<file path="src/rtl/perip_led_bz_pwm_if.sv">
// Register-bank to LED/buzzer/PWM pin bundle: five 32-bit settings in, six pin-level outputs back.
// No latency or backpressure of its own; master drives the settings, slave drives the pins.
interface perip_led_bz_pwm_if;
    logic [31:0] LED_FREQ;
    logic [31:0] BZ_FREQ;
    logic [31:0] LEDR_Puty;
    logic [31:0] LEDG_Puty;
    logic [31:0] LEDB_Puty;
    logic        LED_BLINK;
    logic        BZ_OUT;
    logic        LEDR_PWM;
    logic        LEDG_PWM;
    logic        LEDB_PWM;
    logic        PWM_PERIOD_END;

    modport master (
        output LED_FREQ, BZ_FREQ, LEDR_Puty, LEDG_Puty, LEDB_Puty,
        input  LED_BLINK, BZ_OUT, LEDR_PWM, LEDG_PWM, LEDB_PWM, PWM_PERIOD_END
    );

    modport slave (
        input  LED_FREQ, BZ_FREQ, LEDR_Puty, LEDG_Puty, LEDB_Puty,
        output LED_BLINK, BZ_OUT, LEDR_PWM, LEDG_PWM, LEDB_PWM, PWM_PERIOD_END
    );
endinterface

</file>
<file path="src/rtl/perip_led_bz_pwm.sv">
// Blink, buzzer and RGB PWM generators; every pin is registered (1 CLK from counter state to pin).
// No backpressure: settings are sampled continuously, duties are shadowed and only adopted at PWM period wrap.
module perip_led_bz_pwm #(
    parameter int PWM_W = 8,
    parameter int PRESC = 100
) (
    input  logic              CLK,
    input  logic              RST,
    perip_led_bz_pwm_if.slave bus
);
    localparam int              PCW        = (PRESC > 1) ? $clog2(PRESC) : 1;
    localparam logic [PCW-1:0]  PRESC_LAST = PCW'(PRESC - 1);
    localparam logic [31:0]     DUTY_MAX32 = 32'd1 << PWM_W;
    localparam logic [PWM_W:0]  DUTY_MAX   = {1'b1, {PWM_W{1'b0}}};

    function automatic logic [PWM_W:0] sat_duty(input logic [31:0] d);
        return (d >= DUTY_MAX32) ? DUTY_MAX : d[PWM_W:0];
    endfunction

    // Returns {out_next, cnt_next}; the >= compare wraps at once when freq is lowered below cnt.
    function automatic logic [32:0] sq_next(input logic [31:0] freq, input logic [31:0] cnt,
                                            input logic o);
        if (freq == 32'd0)
            return 33'd0;
        else if (cnt >= freq - 32'd1)
            return {~o, 32'd0};
        else
            return {o, cnt + 32'd1};
    endfunction

    logic [PCW-1:0]         presc_cnt_q, presc_cnt_d;
    logic [PWM_W-1:0]       pwm_cnt_q, pwm_cnt_d;
    logic [2:0][PWM_W:0]    duty_sh_q, duty_sh_d;
    logic [2:0]             pwm_q, pwm_d;
    logic                   pend_q, pend_d;
    logic [31:0]            bl_cnt_q, bl_cnt_d;
    logic                   led_blink_q, led_blink_d;
    logic [31:0]            bz_cnt_q, bz_cnt_d;
    logic                   bz_out_q, bz_out_d;
    logic [2:0][31:0]       duty_in;
    logic                   tick;
    logic                   period_end;

    always_comb begin
        duty_in     = {bus.LEDB_Puty, bus.LEDG_Puty, bus.LEDR_Puty};
        tick        = (presc_cnt_q == PRESC_LAST);
        period_end  = tick && (pwm_cnt_q == {PWM_W{1'b1}});
        presc_cnt_d = tick ? '0 : presc_cnt_q + PCW'(1);
        pwm_cnt_d   = tick ? pwm_cnt_q + PWM_W'(1) : pwm_cnt_q;
        pend_d      = period_end;
        pwm_d       = '0;
        duty_sh_d   = duty_sh_q;
        for (int c = 0; c < 3; c++) begin
            // Compare against the old shadow: a newly loaded duty shows from the next period's first tick.
            pwm_d[c]     = ({1'b0, pwm_cnt_q} < duty_sh_q[c]);
            duty_sh_d[c] = period_end ? sat_duty(duty_in[c]) : duty_sh_q[c];
        end
        {led_blink_d, bl_cnt_d} = sq_next(bus.LED_FREQ, bl_cnt_q, led_blink_q);
        {bz_out_d, bz_cnt_d}    = sq_next(bus.BZ_FREQ, bz_cnt_q, bz_out_q);
    end

    always_ff @(posedge CLK) begin
        if (RST) begin
            presc_cnt_q <= '0;
            pwm_cnt_q   <= '0;
            duty_sh_q   <= '0;
            pwm_q       <= '0;
            pend_q      <= 1'b0;
            bl_cnt_q    <= '0;
            led_blink_q <= 1'b0;
            bz_cnt_q    <= '0;
            bz_out_q    <= 1'b0;
        end else begin
            presc_cnt_q <= presc_cnt_d;
            pwm_cnt_q   <= pwm_cnt_d;
            duty_sh_q   <= duty_sh_d;
            pwm_q       <= pwm_d;
            pend_q      <= pend_d;
            bl_cnt_q    <= bl_cnt_d;
            led_blink_q <= led_blink_d;
            bz_cnt_q    <= bz_cnt_d;
            bz_out_q    <= bz_out_d;
        end
    end

    assign bus.LED_BLINK      = led_blink_q;
    assign bus.BZ_OUT         = bz_out_q;
    assign bus.LEDR_PWM       = pwm_q[0];
    assign bus.LEDG_PWM       = pwm_q[1];
    assign bus.LEDB_PWM       = pwm_q[2];
    assign bus.PWM_PERIOD_END = pend_q;
endmodule

</file>
<file path="src/flat_wrapper.sv">
// flat-port wrapper written by rule: the top's interface ports become plain ports
module perip_led_bz_pwm_flat 
#(
    parameter int PWM_W = 8,
    parameter int PRESC = 100
)
  (CLK, RST, bus_LED_FREQ, bus_BZ_FREQ, bus_LEDR_Puty, bus_LEDG_Puty, bus_LEDB_Puty, bus_LED_BLINK, bus_BZ_OUT, bus_LEDR_PWM, bus_LEDG_PWM, bus_LEDB_PWM, bus_PWM_PERIOD_END);
  perip_led_bz_pwm_if bus_i ();
  input  logic CLK;
  input  logic RST;
  input wire logic [$bits(bus_i.LED_FREQ)-1:0] bus_LED_FREQ;
  input wire logic [$bits(bus_i.BZ_FREQ)-1:0] bus_BZ_FREQ;
  input wire logic [$bits(bus_i.LEDR_Puty)-1:0] bus_LEDR_Puty;
  input wire logic [$bits(bus_i.LEDG_Puty)-1:0] bus_LEDG_Puty;
  input wire logic [$bits(bus_i.LEDB_Puty)-1:0] bus_LEDB_Puty;
  output wire logic [$bits(bus_i.LED_BLINK)-1:0] bus_LED_BLINK;
  output wire logic [$bits(bus_i.BZ_OUT)-1:0] bus_BZ_OUT;
  output wire logic [$bits(bus_i.LEDR_PWM)-1:0] bus_LEDR_PWM;
  output wire logic [$bits(bus_i.LEDG_PWM)-1:0] bus_LEDG_PWM;
  output wire logic [$bits(bus_i.LEDB_PWM)-1:0] bus_LEDB_PWM;
  output wire logic [$bits(bus_i.PWM_PERIOD_END)-1:0] bus_PWM_PERIOD_END;
  assign bus_i.LED_FREQ = bus_LED_FREQ;
  assign bus_i.BZ_FREQ = bus_BZ_FREQ;
  assign bus_i.LEDR_Puty = bus_LEDR_Puty;
  assign bus_i.LEDG_Puty = bus_LEDG_Puty;
  assign bus_i.LEDB_Puty = bus_LEDB_Puty;
  assign bus_LED_BLINK = bus_i.LED_BLINK;
  assign bus_BZ_OUT = bus_i.BZ_OUT;
  assign bus_LEDR_PWM = bus_i.LEDR_PWM;
  assign bus_LEDG_PWM = bus_i.LEDG_PWM;
  assign bus_LEDB_PWM = bus_i.LEDB_PWM;
  assign bus_PWM_PERIOD_END = bus_i.PWM_PERIOD_END;
  perip_led_bz_pwm #(.PWM_W(PWM_W), .PRESC(PRESC)) u_core (.CLK(CLK), .RST(RST), .bus(bus_i));
endmodule
</file>
<file path="config.mk">
export PLATFORM = sky130hd
export DESIGN_NAME = perip_led_bz_pwm_flat
export DESIGN_NICKNAME = d
export VERILOG_FILES = /design/src/rtl/perip_led_bz_pwm_if.sv /design/src/rtl/perip_led_bz_pwm.sv /design/src/flat_wrapper.sv
export SDC_FILE = /design/constraint.sdc
export NUM_CORES = 1
export LEC_CHECK = 0
export ABC_AREA = 1
export CORE_ASPECT_RATIO = 1.25
export CORE_MARGIN = 5
export CORE_UTILIZATION = 40
export DETAILED_ROUTE_END_ITERATION = 12
export PLACE_DENSITY_LB_ADDON = 0.25
export SLEW_MARGIN = 10
export SYNTH_ARGS = -nofsm -noshare
export SYNTH_HDL_FRONTEND = slang
export SYNTH_SLANG_ARGS = --single-unit
</file>
<file path="constraint.sdc">
create_clock -name CLK -period 6.4 [get_ports CLK]
set_input_delay 0.64 -clock CLK [delete_from_list [all_inputs] [get_ports CLK]]
set_output_delay 0.64 -clock CLK [all_outputs]
set_load 0.005 [all_outputs]
</file>
==> impl_metrics.json, run 1 <==
{
  "die_w_um": 143.6,
  "crit_path_start_kind": "primary input",
  "timing.rr.start": "u_core.bl_cnt_q[17]",
  "cts_tree": "built",
  "fill_cells": 2212,
  "portBuffers": 167,
  "post_cts_buffers": 0,
  "pin_count": 168,
  "hold_slack_ns": 0.4651,
  "fp-row-count": 61,
  "cts_buffer_depth": 2,
  "grt_pass1_vias": 8370,
  "async_flop_share": 0,
  "htreeDepth": 3,
  "r2r_cells": 7,
  "period_share": 0.5774,
  "cts_buffers": 9,
  "ys_seq_area_frac": 0.2512,
  "synth_largest_area_cell": "dfxtp_1",
  "arrival_ns": 3.92,
  "ant_nets": 0,
  "clk_pin_slew_ns": 0.07,
  "drt_pass1_iterations": 4,
  "finalWirelength_mm": 22.07,
  "cp-end-kind": "flip-flop",
  "min_from": "u_core.duty_sh_q[2]",
  "gp_congestion": 0.8982,
  "synth_area_leaders": "dfxtp_1 25%, ha_1 13%, nand2_1 12%, nor2_1 9.6%, inv_1 8.2%",
  "cts_resized": 0,
  "cts-hold-fix-buffers": 0,
  "ir_drop_mv": 0.1071,
  "hp-class": "reg2reg",
  "synth_seq_cells": 112,
  "p_leak_uw": 0.004637,
  "utilization": 0.5046,
  "fp.coreArea_um2": 22130,
  "critPathKind": "in2reg",
  "wire_per_inst_um": 12.23,
  "slew_violations": 0,
  "grt_usage": 0.1714,
  "r2r-end": "u_core.bl_cnt_q[9]",
  "drive_gt1_frac": 0.03879,
  "synthCells": 1350,
  "start_util": 0.4032,
  "synth_nets": 1603,
  "grt_pass1_wl_mm": 36.47,
  "skew_ns": 0.008360,
  "cts-root-buf": "clkbuf_16",
  "crit_start": "bus_BZ_FREQ[0]",
  "synth_cell_type_count": 39,
  "via_per_inst": 4.826,
  "powerDensity_nw_per_um2": 135.8,
  "grt_max_degree": 33,
  "syn2layout_area_growth_pct": 25.15,
  "die_h_um": 177.0,
  "finalCriticalPeriod_ns": 3.695,
  "outcome": "finished, final reports clean",
  "slew-limit-headroom": 0.5928,
  "max_freq_mhz": 270.6,
  "antennaDiodeCount": 0,
  "overflow": 0,
  "hpwl_mm": 18.17,
  "drc": 0,
  "cts_sinks": 112,
  "r2r_setup_slack_ns": 4.31,
  "synth_edf_count": 0,
  "yosys_warnings": 0,
  "path_max_fanout": 32,
  "die-area_um2": 25420,
  "setup_viol": 0,
  "drv_cap": 0,
  "crit_required_ns": 6.63,
  "antenna_found_initial": 0,
  "crit_end": "u_core.bz_cnt_q[20]",
  "rsz0062_at_grt": "false",
  "syn_area_per_cell_um2": 6.611,
  "yosys.area.top_type_share": 0.2512,
  "syn_area_um2": 8925,
  "worst_slew_pin_slew_ns": 0.6075,
  "first_iter_violations": 501,
  "ys.flop_type": "dfxtp_1",
  "num_vias": 8706,
  "final_hold_viol_count": 0,
  "clock_latency_ns": 0.35,
  "fin_setup_tns_ns": 0,
  "nets": 1769
}
## worst min-delay path by stage
stage	end	slack, ns	depth (start not counted)
floorplan	u_core.presc_cnt_q[0]	0.42	1
CTS	u_core.duty_sh_q[2]	0.47	2
global placement	u_core.presc_cnt_q[0]	0.44	1
finish	u_core.duty_sh_q[2]	0.47	2
global route	u_core.duty_sh_q[12]	0.49	2
detailed placement	u_core.presc_cnt_q[0]	0.45	1
## worst max-delay path, cell delays in order
cell             delay [ns]
clkdlybuf4s50_1        0.42
inv_1                  0.08
ha_1                   0.18
nand3_1                0.20
nor2_2                 0.28
nand2_1                0.16
nor3_2                 0.21
nand2_1                0.12
nor2_1                 0.13
xor2_1                 0.16
inv_1                  0.06
ha_1                   0.26
nand2_1                0.05
nor2_1                 0.14
nand4_1                0.10
nor2_1                 0.10
nand2_1                0.10
nand3_1                0.08
buf_4                  0.33
nor2_1                 0.09
## sequential cells by signal (all words and copies together) (netlist names)
signal                     cells
u_core.presc_cnt_q             7
u_core.duty_sh_q              27
u_core.bus.PWM_PERIOD_END      1
u_core.bus.BZ_OUT              1
u_core.bz_cnt_q               32
u_core.bus.LED_BLINK           1
u_core.pwm_q                   3
u_core.pwm_cnt_q               8
u_core.bl_cnt_q               32
## synthesized netlist by cell type, drive strengths merged (4+ instances only)
master / number
a21o: 4
a21oi: 80
buf: 11
clkbuf: 4
dfxtp: 112
ha: 91
inv: 197
nand2: 287
nand3: 66
nand4: 34
nor2: 241
nor3: 52
nor4: 16
o21a: 5
o21ai: 17
or2: 12
xnor2: 43
xor2: 61
## report_power, final
group / leakage, uW / internal (uW) / switching, uW
clock: 0.000156 / 325 / 259
combinational: 0.00358 / 129 / 96.0
sequential: 0.000904 / 701 / 5.87
total: 0.00464 / 1160 / 361
## cell usage in the layout (no fill, tap or decap), drive strengths merged, types with 5 or more instances in the layout
cell / n
inv: 198
clkdlybuf4s50: 167
o21ai: 17
clkbuf: 11
a21oi: 80
nand2: 287
nand3: 66
nor2: 241
or2: 12
o21a: 5
nor3: 52
ha: 91
nor4: 16
xnor2: 43
dfxtp: 112
xor2: 61
nand4: 34
## layout make-up
class	count	area (um2)	area share
multi-input combinational	1026	5833	0.5222
sequential	112	2242	0.2007
timing repair buffer	170	1694	0.1517
inverter	197	739.5	0.06620
tap	283	354.1	0.03170
clock buffer	11	252.7	0.02263
clock inverter	5	53.80	0.004817
## logic make-up after synthesis
family | count (synthesis) | synth area share
AO/OA/AOI/OAI | 114 | 0.06954
XOR/XNOR | 104 | 0.1021
adder cells (fa/ha/maj) | 91 | 0.1276
buffers and inverters | 212 | 0.09519
flip-flops | 112 | 0.2512
AND/OR/NAND/NOR | 717 | 0.3544
## metrics by stage
| step | instances | worst slack [ns] | total power [uW] | cell area [um2] |
|---|---|---|---|---|
| 2_1_floorplan | 1350 | 3.339 | 819.5 | 8925 |
| 3_3_place_gp | 1788 | 2.444 | 945.2 | 10860 |
| 3_5_place_dp | 1788 | 2.353 | 949.5 | 10860 |
| 4_1_cts | 1804 | 2.720 | 1533 | 11170 |
| 5_1_grt | 1804 | 2.250 | 1585 | 11170 |
| 6_report | 1804 | 2.705 | 1516 | 11170 |
## metal layers
| metal | vias to the layer above | GRT usage | share of wire |
|---|---|---|---|
| met5 | - | 0 | 0 |
| met4 | 0 | 0.05377 | 0.023 |
| li1 | 4672 | - | - |
| met1 | 3839 | 0.2020 | 0.43 |
| met2 | 163 | 0.3196 | 0.50 |
| met3 | 32 | 0.02000 | 0.050 |
Power figures use the tool's default switching activity.
==> run 2: changes to the inputs <==
clock period = 3.4 ns   (was 6.4 ns; I/O delays follow)
==> impl_metrics.json, run 2 (synthesized netlist as in run 1, its figures left out) <==
{
  "grt_pass1_vias": 8540,
  "r2r-end": "u_core.duty_sh_q[8]",
  "crit_slowest_cell": "clkdlybuf4s50_1",
  "clock_latency_ns": 0.35,
  "drc": 0,
  "num_vias": 8800,
  "finalInstanceArea_um2": 11320,
  "cts_sinks": 112,
  "top_regs": "u_core.bl_cnt_q: 32 flops, u_core.bz_cnt_q: 32 flops, u_core.duty_sh_q: 27 flops",
  "cts-root-buf": "clkbuf_16",
  "pin_count": 168,
  "period_share": 0.9040,
  "powerDensity_nw_per_um2": 251.6,
  "cts_buffers": 9,
  "wire_per_inst_um": 12.25,
  "p_switching_uw": 694.7,
  "min_from": "u_core.presc_cnt_q[0]",
  "syn2layout_area_growth_pct": 26.86,
  "final_cell_mix": "279 x nand2_1, 228 x nor2_1, 195 x inv_1, 167 x clkdlybuf4s50_1, 112 x dfxtp_1",
  "drt_pass1_iterations": 5,
  "cts_buffer_depth": 2,
  "antennaDiodeCount": 0,
  "first_iter_violations": 356,
  "crit_required_ns": 3.67,
  "r2r_cells": 10,
  "skew_ns": 0.01145,
  "max_freq_mhz": 325.3,
  "final_hold_viol_count": 0,
  "wl_met3_mm": 1.134,
  "critPathKind": "in2reg",
  "fill_cells": 2227,
  "finalWirelength_mm": 22.28,
  "crit_end": "u_core.bz_cnt_q[2]",
  "crit_path_start_kind": "primary input",
  "clk_pin_slew_ns": 0.07,
  "crit_path_frequent_cell": "nand2_1",
  "nets": 1784,
  "p_sw_frac": 0.2438,
  "overflow": 0,
  "p_comb_frac": 0.153,
  "antenna_found_initial": 0,
  "cp_num_buf_inv": 4,
  "cp_slowest_stage_delay_ns": 0.42,
  "hp-class": "reg2reg",
  "arrival_ns": 3.34,
  "utilization": 0.5115,
  "cp-end-kind": "flip-flop",
  "grt_max_degree": 33,
  "crit_family": "simple AND/OR/NAND/NOR gates",
  "grt_pass1_wl_mm": 36.94,
  "setup_viol": 0,
  "ant_nets": 0,
  "timing.rr.start": "u_core.presc_cnt_q[0]",
  "post_cts_buffers": 0,
  "start_util": 0.4032,
  "p_seq_frac": 0.467,
  "slew-limit-headroom": 0.5847,
  "highest_layer": "met4",
  "rsz0062_at_grt": "true",
  "worst_slew_pin_slew_ns": 0.6196,
  "die_h_um": 177.0,
  "gp_congestion": 0.8934,
  "r2r_setup_slack_ns": 1.34,
  "final_common_cell": "nand2_1",
  "power_uw": 2849,
  "m1WireLength_mm": 9.486,
  "crit_start": "bus_BZ_FREQ[0]",
  "via_per_inst": 4.838,
  "drive_gt1_frac": 0.04883,
  "finalCriticalPeriod_ns": 3.074,
  "die-area_um2": 25420,
  "path_max_fanout": 32,
  "hold_slack_ns": 0.4532,
  "ir_drop_mv": 0.2007,
  "crit_chain": "clkdlybuf4s50_1, inv_1, ha_1, nand3_1, nor2_2, nand2_1, nor3_2, nand4_1, xnor2_1, inv_1, ha_1, nand2_1, o21ai_0, nand2_1, nand2_1, a21oi_1, nand3_1, buf_12, nor3_1",
  "intPower_uw": 2154,
  "grt_usage": 0.1736,
  "slew_violations": 0,
  "outcome": "finished, final reports clean",
  "fp-row-count": 61,
  "die_w_um": 143.6,
  "cp.depth": 19,
  "hpwl_mm": 18.39,
  "fp.coreArea_um2": 22130,
  "cts_tree": "built",
  "htreeDepth": 3,
  "p_leak_uw": 0.004724,
  "wl_met2_mm": 11.19,
  "drv_cap": 0,
  "portBuffers": 167,
  "pwr-share-clk": 0.381,
  "dpl_cell_area_um2": 11000
}
[run 2: changes by cell type in the layout (fill, tap and decap cells not counted)]
cell / delta
nor2_2: +1
nor4_4: +1
clkbuf_1: +1
clkbuf_8: -2
inv_8: +1
clkinvlp_4: +1
clkinv_2: -3
buf_12: +2
clkinv_4: +2
nor2_1: -1
nor4_1: -1
buf_4: +13
[run 2: power by group through the flow]
| stage | Combinational [uW] | Clock [uW] | Sequential (uW) |
|---|---|---|---|
| detailed placement | 436 | 0 | 1360 |
| floorplan | 184 | 0 | 1360 |
| CTS | 439 | 1120 | 1330 |
| finish | 435 | 1080 | 1330 |
| global placement | 430 | 0 | 1360 |
| global route | 485 | 1160 | 1330 |
[run 2: how the worst min path moves through the flow]
stage / endpoint / depth (start not counted)
after floorplan: u_core.presc_cnt_q[0] / 1
after global placement: u_core.presc_cnt_q[0] / 1
after detailed placement: u_core.presc_cnt_q[0] / 1
after CTS: u_core.presc_cnt_q[0] / 1
after global routing: u_core.duty_sh_q[20] / 2
final: u_core.presc_cnt_q[0] / 1
[run 2: cell type report]
cell class                      count  area, um2  area share
Sequential cell                   112       2242      0.1980
Clock inverter                      6      75.07    0.006631
Multi-Input combinational cell   1026       5851      0.5167
Clock buffer                       10      229.0     0.02022
Inverter                          197      739.5     0.06531
Tap cell                          283      354.1     0.03127
Timing Repair Buffer              185       1832      0.1618
[run 2: stage by stage]
stage	std cells	setup TNS, ns	setup slack [ns]
2_1_floorplan	1350	0	0.6386
3_3_place_gp	1803	-0.2927	-0.01829
3_5_place_dp	1803	-1.621	-0.1083
4_1_cts	1819	0	0.2307
5_1_grt	1819	0	0.01662
6_report	1819	0	0.3264
[run 2: metal layers]
layer / vias to the layer above / GRT usage
met5: - / 0
met4: 0 / 0.05259
met3: 28 / 0.01838
met2: 192 / 0.3303
met1: 3888 / 0.2010
li1: 4692 / -
[run 2: repair_timing]
item	CTS	global route
hold buffers	0	0
setup endpoints to repair	0	33
resized for setup	0	3
[run 2: worst reg2reg max path, delay by kind of cell, from the launching register on]
kind | cells | cell delay, ns
AOI/OAI and AO/OA | 1 | 0.08
adders and majority gates | 1 | 0.24
buffers and inverters | 3 | 0.38
DFF | 1 | 0.36
and+or+nand+nor | 5 | 0.87
==> run 3: changes to the inputs <==
==> constraint.sdc (replaced) <==
create_clock -name CLK -period 3.4 [get_ports CLK]
set_input_delay 0.68 -clock CLK [delete_from_list [all_inputs] [get_ports CLK]]
set_output_delay 0.68 -clock CLK [all_outputs]
set_load 0.005 [all_outputs]
==> impl_metrics.json, run 3 (synthesized netlist as in run 1, its figures left out) <==
{
  "hold_slack_ns": 0.4528,
  "syn2layout_area_growth_pct": 37.85,
  "finalCriticalPeriod_ns": 3.275,
  "cts_sinks": 112,
  "crit_path_frequent_cell": "nor2_4",
  "cts-root-buf": "clkbuf_16",
  "p_leak_uw": 0.005255,
  "grt_pass1_wl_mm": 37.21,
  "grt_usage": 0.1739,
  "die_h_um": 177.0,
  "clock_latency_ns": 0.34,
  "cts_tree": "built",
  "antenna_found_initial": 0,
  "p_switching_uw": 723.6,
  "final_common_cell": "nand2_1",
  "portBuffers": 167,
  "num_vias": 9208,
  "nets": 1860,
  "finalInstanceArea_um2": 12300,
  "pin_count": 168,
  "crit_chain": "clkdlybuf4s50_1, or2_4, nor2_4, nand2_2, inv_1, nand2_2, nor2_4, nand2_4, nor2_4, xor2_1, ha_1, nand4_1, nor2_1, nand2_1, nand3_2, nor2_4, nand3b_4, clkbuf_16, nor2_1",
  "drt_pass1_iterations": 4,
  "drv_cap": 0,
  "ant_nets": 0,
  "gp_congestion": 0.8859,
  "cts_buffer_depth": 2,
  "cts-hold-fix-buffers": 0,
  "path_max_fanout": 7,
  "critPathKind": "in2reg",
  "fp.coreArea_um2": 22130,
  "pwr-share-clk": 0.361,
  "powerDensity_nw_per_um2": 236.2,
  "dpl_cell_area_um2": 11520,
  "wire_per_inst_um": 12.42,
  "p_seq_frac": 0.458,
  "p_sw_frac": 0.2490,
  "slew_violations": 0,
  "arrival_ns": 3.56,
  "first_iter_violations": 318,
  "die_w_um": 143.6,
  "p_comb_frac": 0.181,
  "crit_required_ns": 3.68,
  "htreeDepth": 3,
  "grt_max_degree": 33,
  "start_util": 0.4032,
  "setup_viol": 0,
  "clk_pin_slew_ns": 0.07,
  "crit_slowest_cell": "clkdlybuf4s50_1",
  "intPower_uw": 2182,
  "antennaDiodeCount": 0,
  "worst_slew_pin_slew_ns": 0.6116,
  "skew_ns": 0.008328,
  "final_hold_viol_count": 0,
  "hp-class": "reg2reg",
  "final_cell_mix": "273 x nand2_1, 207 x nor2_1, 192 x inv_1, 158 x clkdlybuf4s50_1, 112 x dfxtp_1",
  "via_per_inst": 4.859,
  "fp-row-count": 61,
  "cts_buffers": 9,
  "ir_drop_mv": 0.1944,
  "outcome": "finished, final reports clean",
  "drc": 0,
  "drive_gt1_frac": 0.1278,
  "max_freq_mhz": 305.4,
  "die-area_um2": 25420,
  "period_share": 0.9631,
  "grt_pass1_vias": 8797,
  "cp_slowest_stage_delay_ns": 0.45,
  "top_regs": "u_core.bl_cnt_q: 32 flops, u_core.bz_cnt_q: 32 flops, u_core.duty_sh_q: 27 flops",
  "crit_path_start_kind": "primary input",
  "slew-limit-headroom": 0.5900,
  "hpwl_mm": 18.95,
  "overflow": 0,
  "finalWirelength_mm": 23.54,
  "cp-end-kind": "flip-flop"
}
## run 3: changes by cell type in the layout (fill, tap and decap cells not counted), sizes merged
cell	change
buf	+71
bufinv	-1
clkbuf	+6
clkdlybuf4s50	-9
dlymetal6s2s	+9
## run 3: critical path: cells and delay by family
family / cells / cell delay, ns
buffers and inverters: 3 / 0.74
adders and majority gates: 1 / 0.27
and+or+nand+nor: 14 / 1.69
xor gates and xnor gates: 1 / 0.17
## run 3: repair_timing
| item | CTS | global route |
|---|---|---|
| endpoints found under the setup margin | 0 | 65 |
| buffers inserted | 0 | 3 |
| gates resized for setup | 0 | 83 |
## run 3: area by class of cell
type / instances / area, um2
Clock buffer: 11 / 252.7
Sequential cell: 112 / 2242
Multi-Input combinational cell: 1026 / 6136
Clock inverter: 5 / 50.05
Fill cell: 2173 / 9831
Inverter: 197 / 739.5
Tap cell: 283 / 354.1
Timing Repair Buffer: 261 / 2529
## run 3: final timing paths
check                                           start                    end  slack (ns)  cells after the start
worst max-delay path                  bus_LED_FREQ[6]     u_core.bl_cnt_q[5]        0.13                     19
worst min-delay path            u_core.presc_cnt_q[0]  u_core.presc_cnt_q[0]        0.45                      1
worst max register to register  u_core.presc_cnt_q[0]   u_core.duty_sh_q[17]        1.36                     10
worst min register to register  u_core.presc_cnt_q[0]  u_core.presc_cnt_q[0]        0.45                      1
## run 3: power groups by stage
| stage | logic [uW] | registers, uW | clock network, uW |
|---|---|---|---|
| 3_3_place_gp | 478 | 1360 | 0 |
| 6_report | 525 | 1330 | 1050 |
| 2_1_floorplan | 184 | 1360 | 0 |
| 3_5_place_dp | 488 | 1360 | 0 |
| 4_1_cts | 490 | 1330 | 1080 |
| 5_1_grt | 581 | 1330 | 1130 |
## run 3: metal layers
| layer | track usage | vias up | share of wire |
|---|---|---|---|
| met4 | 0.05063 | 0 | 0.023 |
| met5 | 0 | - | 0 |
| met3 | 0.01892 | 50 | 0.048 |
| met2 | 0.3366 | 194 | 0.52 |
| met1 | 0.1969 | 4110 | 0.41 |
| li1 | - | 4854 | - |
## run 3: through the flow
stage	worst slack, ns	setup TNS [ns]	util	total power, uW	instances
after CTS	0.002546	0	0.5340	2897	1886
after global routing	-0.04863	-0.8331	0.5559	3043	1895
after detailed placement	-0.3335	-17.18	0.5203	1849	1870
after floorplan	0.2986	0	-	1543	1350
final	0.1254	0	0.5559	2906	1895
after global placement	-0.2577	-13.18	0.5203	1839	1870
